<file path="src/rtl/brightness_scheduler.sv">
// brightness_scheduler
// Sequences one frame of DEPTH-pixel blocks through a systolic array: takes a
// packed block from the loader, launches the array, waits (bounded by TIMEOUT)
// for the per-lane signed result, then writes each lane clamped to PIX_WIDTH
// unsigned into the pixel RAM at blk_idx*DEPTH + lane.
//
// Ports
//   clk, reset        clock (rising edge), synchronous active-high reset
//   start, num_blocks frame request; num_blocks sampled with start in IDLE/ERROR
//   ldr_valid/ldr_data/ldr_ready            loader handshake (ready = consumed)
//   arr_launch/arr_data                     array launch pulse and block copy
//   arr_result_valid/arr_result             array result, only looked at in WAIT_RES
//   wr_en/wr_addr/wr_data                   pixel RAM write port
//   busy, done, error                       status (error is sticky)
module brightness_scheduler #(
  parameter int unsigned DEPTH         = 4,
  parameter int unsigned PE_DATA_WIDTH = 16,
  parameter int unsigned PIX_WIDTH     = 8,
  parameter int unsigned ADDR_WIDTH    = 6,
  parameter int unsigned TIMEOUT       = 32
) (
  input  logic                             clk,
  input  logic                             reset,
  input  logic                             start,
  input  logic [ADDR_WIDTH-2:0]            num_blocks,
  input  logic                             ldr_valid,
  input  logic [PE_DATA_WIDTH*DEPTH-1:0]   ldr_data,
  output logic                             ldr_ready,
  output logic                             arr_launch,
  output logic [PE_DATA_WIDTH*DEPTH-1:0]   arr_data,
  input  logic                             arr_result_valid,
  input  logic [PE_DATA_WIDTH*DEPTH-1:0]   arr_result,
  output logic                             wr_en,
  output logic [ADDR_WIDTH-1:0]            wr_addr,
  output logic [PIX_WIDTH-1:0]             wr_data,
  output logic                             busy,
  output logic                             done,
  output logic                             error
);

  localparam int unsigned LANE_W = (DEPTH > 1) ? $clog2(DEPTH) : 1;
  localparam int unsigned TMO_W  = $clog2(TIMEOUT + 1);
  localparam int unsigned NB_W   = ADDR_WIDTH - 1;
  localparam logic [LANE_W-1:0] LANE_LAST = LANE_W'(DEPTH - 1);
  // The launch cycle counts toward the budget, so the last tolerated wait
  // cycle sees a count of TIMEOUT-2 and ERROR lands TIMEOUT cycles after launch.
  localparam logic [TMO_W-1:0]  TMO_LAST  = TMO_W'(TIMEOUT - 2);

  typedef enum logic [2:0] {
    S_IDLE, S_WAIT_BLK, S_LAUNCH, S_WAIT_RES, S_WRITE, S_DONE, S_ERROR
  } state_t;

  state_t                           r_state, w_next;
  logic [NB_W-1:0]                  r_num_blocks;
  logic [NB_W-1:0]                  r_blk_idx;
  logic [LANE_W-1:0]                r_lane;
  logic [TMO_W-1:0]                 r_tmo;
  logic [PE_DATA_WIDTH*DEPTH-1:0]   r_arr_data;
  logic [PE_DATA_WIDTH*DEPTH-1:0]   r_result;
  logic                             r_error;

  logic                             w_last_blk;
  logic [PE_DATA_WIDTH-1:0]         w_lane_val;
  logic [PIX_WIDTH-1:0]             w_pix;
  logic [ADDR_WIDTH-1:0]            w_addr;

  assign w_last_blk = (r_blk_idx + NB_W'(1)) == r_num_blocks;
  assign w_addr     = ADDR_WIDTH'(r_blk_idx) * ADDR_WIDTH'(DEPTH) + ADDR_WIDTH'(r_lane);

  // State register
  always_ff @(posedge clk) begin
    if (reset) r_state <= S_IDLE;
    else       r_state <= w_next;
  end

  // Next-state logic
  always_comb begin
    w_next = r_state;
    case (r_state)
      S_IDLE, S_ERROR: if (start) w_next = (num_blocks == '0) ? S_DONE : S_WAIT_BLK;
      S_WAIT_BLK:      if (ldr_valid) w_next = S_LAUNCH;
      S_LAUNCH:        w_next = S_WAIT_RES;
      S_WAIT_RES: begin
        if (arr_result_valid)     w_next = S_WRITE;
        else if (r_tmo == TMO_LAST) w_next = S_ERROR;
      end
      S_WRITE:         if (r_lane == LANE_LAST) w_next = w_last_blk ? S_DONE : S_WAIT_BLK;
      S_DONE:          w_next = S_IDLE;
      default:         w_next = S_IDLE;
    endcase
  end

  // Datapath registers
  always_ff @(posedge clk) begin
    if (reset) begin
      r_num_blocks <= '0;
      r_blk_idx    <= '0;
      r_lane       <= '0;
      r_tmo        <= '0;
      r_arr_data   <= '0;
      r_result     <= '0;
      r_error      <= 1'b0;
    end else begin
      case (r_state)
        S_IDLE, S_ERROR: begin
          if (start && (num_blocks != '0)) begin
            r_num_blocks <= num_blocks;
            r_blk_idx    <= '0;
            r_error      <= 1'b0;
          end
        end
        S_WAIT_BLK: if (ldr_valid) r_arr_data <= ldr_data;
        S_LAUNCH:   r_tmo <= '0;
        S_WAIT_RES: begin
          if (arr_result_valid) begin
            r_result <= arr_result;
            r_lane   <= '0;
          end else begin
            r_tmo <= r_tmo + 1'b1;
            if (r_tmo == TMO_LAST) r_error <= 1'b1;
          end
        end
        S_WRITE: begin
          r_lane <= r_lane + 1'b1;
          if (r_lane == LANE_LAST) r_blk_idx <= r_blk_idx + 1'b1;
        end
        default: ;
      endcase
    end
  end

  // Current lane of the registered result
  always_comb begin
    w_lane_val = '0;
    for (int unsigned i = 0; i < DEPTH; i++) begin
      if (r_lane == LANE_W'(i)) w_lane_val = r_result[i*PE_DATA_WIDTH +: PE_DATA_WIDTH];
    end
  end

  // Saturate signed lane value into the unsigned pixel range
  always_comb begin
    if (w_lane_val[PE_DATA_WIDTH-1])                   w_pix = '0;
    else if (|w_lane_val[PE_DATA_WIDTH-2:PIX_WIDTH])   w_pix = '1;
    else                                               w_pix = w_lane_val[PIX_WIDTH-1:0];
  end

  // Outputs
  always_comb begin
    ldr_ready  = 1'b0;
    arr_launch = 1'b0;
    wr_en      = 1'b0;
    wr_addr    = '0;
    wr_data    = '0;
    done       = 1'b0;
    busy       = (r_state != S_IDLE);
    case (r_state)
      S_WAIT_BLK: ldr_ready  = ldr_valid;
      S_LAUNCH:   arr_launch = 1'b1;
      S_WRITE: begin
        wr_en   = 1'b1;
        wr_addr = w_addr;
        wr_data = w_pix;
      end
      S_DONE:     done = 1'b1;
      default: ;
    endcase
  end

  assign arr_data = r_arr_data;
  assign error    = r_error;

endmodule
</file>
<file path="config.mk">
export PLATFORM = sky130hd
export DESIGN_NAME = brightness_scheduler
export DESIGN_NICKNAME = d
export VERILOG_FILES = /design/src/rtl/brightness_scheduler.sv
export SDC_FILE = /design/constraint.sdc
export NUM_CORES = 1
export LEC_CHECK = 0
export CAP_MARGIN = 20
export CORE_ASPECT_RATIO = 1.5
export CORE_UTILIZATION = 46
export CTS_BUF_LIST = sky130_fd_sc_hd__clkbuf_8
export DETAILED_ROUTE_END_ITERATION = 12
export PLACE_DENSITY = 0.94
export SLEW_MARGIN = 20
export SYNTH_ARGS = -nofsm -noshare
export SYNTH_HDL_FRONTEND = slang
export SYNTH_SLANG_ARGS = --single-unit
</file>
<file path="constraint.sdc">
create_clock -name clk -period 3 [get_ports clk]
set_input_delay 0.9 -clock clk [delete_from_list [all_inputs] [get_ports clk]]
set_output_delay 0.9 -clock clk [all_outputs]
set_load 0.005 [all_outputs]
</file>
==> results of run 1 <==
==> critical path, delay by kind of cell, from the launching register on <==
family | cells | cell delay [ns]
compound gates | 3 | 0.47
buf+inv | 3 | 0.52
flops | 1 | 0.33
simple gates | 1 | 0.31
==> kinds of logic after synthesis <==
logic type | Yosys count | synth area share
flip-flops | 150 | 0.481
multiplexers | 7 | 0.0112
XOR/XNOR | 13 | 0.0183
AND/OR/NAND/NOR | 359 | 0.249
AO/OA/AOI/OAI | 199 | 0.175
adder cells (fa/ha/maj) | 7 | 0.0140
buffers and inverters | 75 | 0.0505
==> what timing repair did <==
action                                  CTS  global route
cloned                                    0             0
pin swaps                                 5             4
gates resized for setup                  52             5
endpoints found under the setup margin   13             8
setup buffers                             2             1
==> report_power, final <==
part           switching [uW]  internal, uW  leakage (uW)
Clock                     853           778      0.000210
Sequential               43.6          2060       0.00121
Combinational             292           373       0.00179
Total                    1190          3210       0.00321
==> state kept, by name, indices dropped and copies added, names as in the netlist <==
name,cells
r_num_blocks,5
r_tmo,6
r_state,3
arr_data,64
r_blk_idx,5
r_result,64
r_lane,2
error,1
==> through the flow <==
step           cells  instance area (um2)  total power (uW)
3_3_place_gp    1156                 8660              2790
6_report        1191                 9140              4400
3_5_place_dp    1156                 8660              2810
2_1_floorplan    810                 6240              2430
5_1_grt         1191                 9140              4590
4_1_cts         1190                 9130              4440
==> routing by layer <==
layer,GRT usage,up-vias,routed length [um],share of wire
li1,-,3127,-,-
met3,0.0677,42,1130,0.060
met2,0.507,224,10100,0.54
met5,0,-,0,0
met1,0.256,2879,6710,0.36
met4,0.133,0,635,0.034
==> worst max path at each step <==
stage / cells past startpoint / slack, ns / to
4_1_cts: 8 / 0.002 / wr_data[6]
3_3_place_gp: 8 / 0.04 / wr_data[4]
2_1_floorplan: 7 / 0.28 / wr_data[0]
3_5_place_dp: 8 / 0.007 / wr_data[2]
5_1_grt: 8 / -0.1 / wr_data[3]
6_report: 7 / 0.04 / wr_data[5]
==> layout make-up <==
cell class / instances / area, um2 / share of cell area
clock buffers: 17 / 234 / 0.0256
flip-flops and latches: 150 / 3010 / 0.329
well taps: 159 / 199 / 0.0218
inverters: 15 / 63.8 / 0.00698
multi-input cells: 585 / 3000 / 0.328
clock inverters: 15 / 179 / 0.0196
repair buffers: 250 / 2460 / 0.269
==> layout by cell type, fill, tap and decap left out, drive strengths merged, types with 4 or more instances in the layout <==
cell type / instances
nand2: 272
clkdlybuf4s50: 208
a21oi: 153
dfxtp: 150
buf: 37
nor2: 24
inv: 24
clkbuf: 18
a31oi: 12
nand3: 11
o21ai: 10
and3b: 8
o22ai: 8
mux2i: 7
xor2: 7
ha: 7
and2: 6
xnor2: 6
nor4: 6
nand4b: 5
nand2b: 4
dlygate4sd2: 4
==> impl_metrics.json, run 1 <==
{
  "ys_dominant_reg_cell": "dfxtp_1",
  "min_period_over_period": 0.987,
  "worst_pin_slew_ns": 0.639,
  "io-pin-count": 222,
  "synth_edf_count": 0,
  "drtIter0Drc": 187,
  "synthTopCellsByArea": "dfxtp_1 48%, nand2_1 16%, a21oi_1 12%, clkbuf_1 2.0%, nor2_1 1.4%",
  "gp_congestion": 0.882,
  "slew_violations": 0,
  "hold_viol": 0,
  "setup_tns_ns": 0,
  "finalWirelength_mm": 18.6,
  "vias": 6272,
  "worstReg2RegEnd": "arr_data[1]",
  "syn-num-nets": 955,
  "power_density_nw_per_um2": 481,
  "p_leak_uw": 0.00321,
  "path_class": "register to primary output",
  "cts_hold_buffers": 0,
  "ctsLongestPathBuffers": 2,
  "initial_utilization": 0.477,
  "dieArea_um2": 14000,
  "r2r_slack_ns": 1.04,
  "path_cells": "nor4_2 > buf_4 > a21oi_1 > a221oi_1 > buf_4 > o22ai_1 > buf_2",
  "r2r_cells": 7,
  "cts-root-buf": "clkbuf_8",
  "grt_first_pass_wirelength_mm": 29.3,
  "yosysTopAreaCellShare": 0.481,
  "drcViolationCount": 0,
  "first_pass_iters": 5,
  "clock_skew_ns": 0.0106,
  "setup_ws_ns": 0.0402,
  "cap_violations": 0,
  "async_flop_share": 0,
  "cts_buffers": 17,
  "clock.fmax_mhz": 338,
  "syn_inst": 810,
  "clkTransAtPathRegs_ns": 0.09,
  "die_h_um": 145,
  "wl_per_cell_um": 15.6,
  "final_core_util": 0.699,
  "ys_warn_count": 0,
  "cts_tree": "built",
  "min-delay-start": "arr_data[60]",
  "synthToLayoutAreaGrowth_pct": 46.6,
  "syn_area_per_cell_um2": 7.70,
  "insertion_delay_ns": 0.43,
  "cp_slowest_cell": "dfxtp_1",
  "min_delay_worst_endpoint": "arr_data[60]",
  "path_max_fanout": 8,
  "worstPathArrival_ns": 2.06,
  "drive_gt1_frac": 0.0882,
  "core_um2": 13100,
  "grt-ovfl-total": 0,
  "yosys.area.top_type": "dfxtp_1",
  "routed_via_density": 5.27,
  "die_w_um": 97.1,
  "portBuffers": 221,
  "yosysMostFrequentCell": "nand2_1",
  "antenna_found_initial": 0,
  "startpoint": "r_result[24]",
  "nets": 1164,
  "ys_ff_latch": 150,
  "min_path_type": "register to register",
  "hold_path_depth": 2,
  "setup_viol": 0,
  "track_usage": 0.262,
  "dp_hpwl_mm": 13.6,
  "dp_slack_ns": 0.00675,
  "holdWs_ns": 0.456,
  "final_antenna_net_count": 0,
  "fill_cells": 971,
  "rr_startpoint": "r_state[0]",
  "ys_seq_area_frac": 0.481,
  "antenna_cells": 0,
  "grt_max_degree": 65,
  "post-route-min-period_ns": 2.96,
  "run_status": "finished clean",
  "ir_worst_vdd_uv": 373,
  "worstSetupStartpointType": "register",
  "yosys-top-cells-count": "271 x nand2_1, 153 x a21oi_1, 150 x dfxtp_1, 33 x clkbuf_1, 24 x nor2_1",
  "grt_pass1_vias": 6324,
  "worst_path_most_repeated_cell": "buf_4",
  "synth.distinct_cells": 50,
  "cpPeakStageDelay_ns": 0.33,
  "required_ns": 2.10,
  "rsz0062_at_grt": "true",
  "cts.sinks": 150,
  "htree_levels": 4,
  "worstSetupEndpointType": "primary output",
  "syn_area_um2": 6240,
  "maxSlewHeadroom": 0.574,
  "row_count": 51
}
Note: power is estimated with default switching activity, not from simulation.
==> run 2: changes to the inputs <==
Settings changed: ABC_AREA set to 1, CORE_MARGIN set to 4.
==> impl_metrics.json, run 2 <==
{
  "yosys.area.top_type": "dfxtp_1",
  "cap_violations": 0,
  "synth_xor_area_frac": 0.00422,
  "layout_commonest_cell": "clkdlybuf4s50_1",
  "cts_tree": "built",
  "grt-ovfl-total": 0,
  "core_um2": 13100,
  "ys_ff_latch": 150,
  "cts_hold_buffers": 0,
  "async_flop_share": 0,
  "yosys-top-cells-count": "155 x nor2_1, 150 x dfxtp_1, 140 x o21ai_0, 89 x nand2_1, 85 x a21oi_1",
  "maxSlewHeadroom": 0.632,
  "ys_warn_count": 0,
  "first_pass_iters": 5,
  "min_period_over_period": 0.976,
  "antenna_cells": 0,
  "track_usage": 0.240,
  "hold_viol": 0,
  "run_status": "finished clean",
  "p_leak_uw": 0.00348,
  "hold_path_depth": 2,
  "synth_mux_area_frac": 0,
  "synth.distinct_cells": 35,
  "worstPathArrival_ns": 2.03,
  "clkTransAtPathRegs_ns": 0.09,
  "cts_buffers": 17,
  "worstSetupStartpointType": "register",
  "min_delay_worst_endpoint": "r_result[8]",
  "worstSetupEndpointType": "primary output",
  "clock.fmax_mhz": 341,
  "min_path_type": "register to register",
  "post-route-min-period_ns": 2.93,
  "antenna_found_initial": 0,
  "routed_via_density": 5.25,
  "vias": 6389,
  "worst_pin_slew_ns": 0.551,
  "cp_slowest_cell": "dfxtp_2",
  "ir_worst_vdd_uv": 415,
  "yosysMostFrequentCell": "nor2_1",
  "nets": 1189,
  "final_antenna_net_count": 0,
  "io-pin-count": 222,
  "rsz0062_at_grt": "true",
  "finalWirelength_mm": 18.9,
  "synth_top_family_by_area": "compound AO/OA/AOI/OAI gates",
  "wl_per_cell_um": 15.5,
  "row_count": 51,
  "path_delay_family": "compound AO/OA/AOI/OAI gates",
  "setup_tns_ns": 0,
  "dieArea_um2": 15500,
  "grt_first_pass_wirelength_mm": 29.4,
  "syn-num-nets": 983,
  "setup_viol": 0,
  "synth-simple-area-share": 0.205,
  "cts.sinks": 150,
  "insertion_delay_ns": 0.45,
  "path_cells": "inv_4 > ha_4 > inv_1 > o21ai_2 > a21oi_2 > a211oi_4 > buf_4 > buf_4 > a21boi_2 > buf_2",
  "synthToLayoutAreaGrowth_pct": 44.8,
  "initial_utilization": 0.474,
  "portBuffers": 221,
  "dp_hpwl_mm": 13.3,
  "layout_common_cells": "212 x clkdlybuf4s50_1, 155 x nor2_1, 148 x dfxtp_1, 124 x o21ai_0, 87 x nand2_1",
  "slew_violations": 0,
  "power_density_nw_per_um2": 686,
  "drtIter0Drc": 231,
  "ys_dominant_reg_cell": "dfxtp_1",
  "worst_path_most_repeated_cell": "buf_4",
  "fill_cells": 992,
  "syn_area_um2": 6230,
  "path_class": "register to primary output",
  "die_w_um": 103,
  "syn_inst": 838,
  "grt_pass1_vias": 6390,
  "path_buf_inv": 5,
  "synth_compound_area_frac": 0.208,
  "r2r_slack_ns": 1.02,
  "die_h_um": 151,
  "dp_slack_ns": -0.0323,
  "min-delay-start": "r_result[8]",
  "yosysTopAreaCellShare": 0.482,
  "path_max_fanout": 4,
  "synthTopCellsByArea": "dfxtp_1 48%, o21ai_0 11%, nor2_1 9.3%, a21oi_1 6.8%, nand2_1 5.4%",
  "ys_seq_area_frac": 0.482,
  "yosys.area_share.adder": 0.0141,
  "syn_area_per_cell_um2": 7.44,
  "cpPeakStageDelay_ns": 0.37,
  "gp_congestion": 0.862,
  "drcViolationCount": 0,
  "r2r_cells": 8,
  "synth_edf_count": 0,
  "worstReg2RegEnd": "r_result[6]",
  "cts-root-buf": "clkbuf_8",
  "ctsLongestPathBuffers": 2,
  "setup_ws_ns": 0.0706,
  "drive_gt1_frac": 0.101,
  "required_ns": 2.10,
  "rr_startpoint": "r_state[0]",
  "grt_max_degree": 104,
  "clock_skew_ns": 0.0150,
  "htree_levels": 4
}
run 2: worst max path at each step:
| stage | slack [ns] | to | startpoint | cells after the start |
|---|---|---|---|---|
| 6_report | 0.07 | wr_data[5] | r_lane[0] | 10 |
| 5_1_grt | -0.02 | wr_data[3] | r_lane[1] | 10 |
| 4_1_cts | -0.05 | wr_data[6] | r_lane[1] | 10 |
| 3_5_place_dp | -0.03 | ldr_ready | ldr_valid | 4 |
| 3_3_place_gp | -0.006 | ldr_ready | ldr_valid | 4 |
| 2_1_floorplan | 0.65 | wr_data[6] | r_lane[1] | 9 |
run 2: cells by family (layout without fill, tap and decap cells):
family | after synthesis | count (layout)
AND/OR/NAND/NOR | 306 | 306
AO/OA/AOI/OAI | 248 | 248
flip-flops | 150 | 150
buffers and inverters | 124 | 343
adder cells (fa/ha/maj) | 7 | 7
XOR/XNOR | 3 | 3
run 2: routing by layer:
layer | GRT usage | share of wire
met1 | 0.239 | 0.36
met2 | 0.424 | 0.50
met5 | 0 | 0
met3 | 0.0960 | 0.10
met4 | 0.118 | 0.042
run 2: layout make-up:
type	count	area, um2	share of cell area
flip-flops and latches	150	3010	0.333
multi-input cells	564	2790	0.309
repair buffers	240	2360	0.262
inverters	71	274	0.0304
clock buffers	18	248	0.0275
well taps	159	199	0.0220
clock inverters	14	143	0.0158
run 2: worst reg2reg max path, stage by stage, from the launching register on:
cell     delay (ns)
dfxtp_1        0.39
inv_2          0.09
nor2_2         0.12
nand2_2        0.09
inv_2          0.41
nand2_2        0.13
buf_12         0.26
o21ai_0        0.27
a21oi_1        0.10
run 2: where the power goes:
part	switching (uW)	total, uW	leakage [uW]	internal (uW)
clock network	835	1540	0.000195	704
registers	208	2570	0.00122	2360
logic	1100	2080	0.00207	984
run 2: per-stage QoR:
| stage | power (uW) | util | cells | cell area (um2) | hold WS, ns |
|---|---|---|---|---|---|
| after floorplan | 3650 | - | 838 | 6230 | 0.425 |
| after global placement | 4550 | 0.648 | 1179 | 8520 | 0.439 |
| after detailed placement | 4620 | 0.648 | 1179 | 8520 | 0.445 |
| after CTS | 6200 | 0.686 | 1216 | 9010 | 0.458 |
| after global routing | 6580 | 0.687 | 1216 | 9020 | 0.479 |
| final | 6190 | 0.687 | 1216 | 9020 | 0.456 |
run 2: what timing repair did:
item,in CTS,in global routing
buffers inserted,5,0
pin swaps,4,1
setup endpoints to repair,9,9
gates resized for setup,57,19
==> run 3: changes to the inputs <==
Settings changed: CORE_UTILIZATION 46 to 42, PLACE_DENSITY 0.94 to 0.91, SKIP_LAST_GASP set to 1.
Clock period 3 ns to 2.6 ns, I/O delays scaled along.
==> impl_metrics.json, run 3 (synthesis gave the netlist of run 2 again) <==
{
  "cap_violations": 0,
  "r2r_cells": 9,
  "clock_skew_ns": 0.0129,
  "p_leak_uw": 0.00367,
  "run_status": "complete, but fails checks",
  "setup_tns_ns": -1.91,
  "grt_first_pass_wirelength_mm": 29.6,
  "rsz0062_at_grt": "true",
  "track_usage": 0.217,
  "cts_tree": "built",
  "required_ns": 1.82,
  "drive_gt1_frac": 0.124,
  "antenna_cells": 0,
  "worstReg2RegEnd": "arr_data[34]",
  "rr_startpoint": "r_state[0]",
  "power_density_nw_per_um2": 782,
  "die_w_um": 107,
  "portBuffers": 221,
  "cts.sinks": 150,
  "hold_path_depth": 2,
  "min_delay_worst_endpoint": "r_result[10]",
  "r2r_slack_ns": 0.51,
  "gp_congestion": 0.830,
  "path_class": "register to primary output",
  "layout_commonest_cell": "clkdlybuf4s50_1",
  "wl_per_cell_um": 14.8,
  "antenna_found_initial": 0,
  "ir_worst_vdd_uv": 503,
  "min_period_over_period": 1.11,
  "maxSlewHeadroom": 0.625,
  "worstSetupStartpointType": "register",
  "core_um2": 14500,
  "io-pin-count": 222,
  "synthToLayoutAreaGrowth_pct": 49.1,
  "path_max_fanout": 6,
  "vias": 6427,
  "setup_viol": 8,
  "hold_viol": 0,
  "drtIter0Drc": 335,
  "htree_levels": 4,
  "clock.fmax_mhz": 348,
  "violations": "negative setup slack",
  "ctsLongestPathBuffers": 2,
  "cts-root-buf": "clkbuf_8",
  "worstPathArrival_ns": 2.10,
  "grt-ovfl-total": 0,
  "min_path_type": "register to register",
  "min-delay-start": "r_result[10]",
  "grt_max_degree": 66,
  "slew_violations": 0,
  "insertion_delay_ns": 0.44,
  "drcViolationCount": 0,
  "row_count": 54,
  "dieArea_um2": 16900,
  "routed_via_density": 5.04,
  "cts_hold_buffers": 0,
  "final_antenna_net_count": 0,
  "first_pass_iters": 7,
  "clkTransAtPathRegs_ns": 0.08,
  "post-route-min-period_ns": 2.88,
  "worst_pin_slew_ns": 0.563,
  "finalWirelength_mm": 18.9,
  "initial_utilization": 0.429,
  "dp_hpwl_mm": 13.5,
  "layout_common_cells": "204 x clkdlybuf4s50_1, 154 x nor2_1, 146 x dfxtp_1, 131 x o21ai_0, 86 x nand2_1",
  "grt_pass1_vias": 6388,
  "setup_ws_ns": -0.275,
  "power.total_uw": 7270,
  "cts_buffers": 17,
  "die_h_um": 157,
  "nets": 1211,
  "worstSetupEndpointType": "primary output"
}
==> run 3: cell type report <==
type                            count  area [um2]
Timing Repair Buffer              262        2560
Fill cell                        1168        5240
Multi-Input combinational cell    564        2820
Tap cell                          196         245
Clock buffer                       18         248
Inverter                           71         274
Clock inverter                     14         136
Sequential cell                   150        3010
==> run 3: timing repair <==
action / 4_1_cts / 5_1_grt
cloned: 0 / 0
setup buffers: 9 / 6
resized for setup: 86 / 9
pin swaps: 6 / 8
endpoints found under the setup margin: 16 / 11
==> run 3: per-stage QoR <==
step           cell area (um2)  hold slack (ns)  cells  utilization  setup slack (ns)
2_1_floorplan             6230            0.425    838            -             0.371
3_3_place_gp              8670            0.437   1228        0.597            -0.137
3_5_place_dp              8670            0.443   1228        0.597            -0.211
4_1_cts                   9220            0.456   1269        0.635            -0.229
5_1_grt                   9290            0.481   1275        0.640            -0.361
6_report                  9290            0.455   1275        0.640            -0.275
==> run 3: how the worst max path moves through the flow <==
stage	start	to	slack, ns	cells past startpoint
after floorplan	r_lane[1]	wr_data[6]	0.37	9
after global placement	r_lane[0]	wr_data[4]	-0.14	8
after detailed placement	r_lane[0]	wr_data[7]	-0.21	8
after CTS	r_lane[0]	wr_data[4]	-0.23	9
after global routing	r_lane[1]	wr_data[0]	-0.36	12
final	r_lane[1]	wr_data[0]	-0.28	12
==> run 3: per-layer routing <==
metal / track usage / routed length [um] / part of all wire / vias to the layer above
met5: 0 / 0 / 0 / -
met3: 0.0751 / 1630 / 0.086 / 40
li1: - / - / - / 3194
met4: 0.0921 / 650 / 0.034 / 0
met1: 0.223 / 7120 / 0.38 / 2934
met2: 0.398 / 9510 / 0.50 / 259
==> run 3: worst max-delay path: stages, from the launching register on <==
cell	delay (ns)
dfxtp_4	0.38
inv_4	0.05
ha_4	0.17
buf_6	0.11
nand4_1	0.06
nor2_1	0.05
nor2_1	0.12
nand2_1	0.11
nand2_2	0.12
nand2_4	0.09
buf_4	0.15
a21boi_2	0.11
buf_2	0.13
==> run 3: power breakdown <==
| group | internal, uW | total [uW] | switching [uW] | leakage, uW |
|---|---|---|---|---|
| Combinational | 1260 | 2570 | 1310 | 0.00225 |
| Sequential | 2730 | 2950 | 225 | 0.00122 |
| Clock | 736 | 1740 | 1010 | 0.000199 |
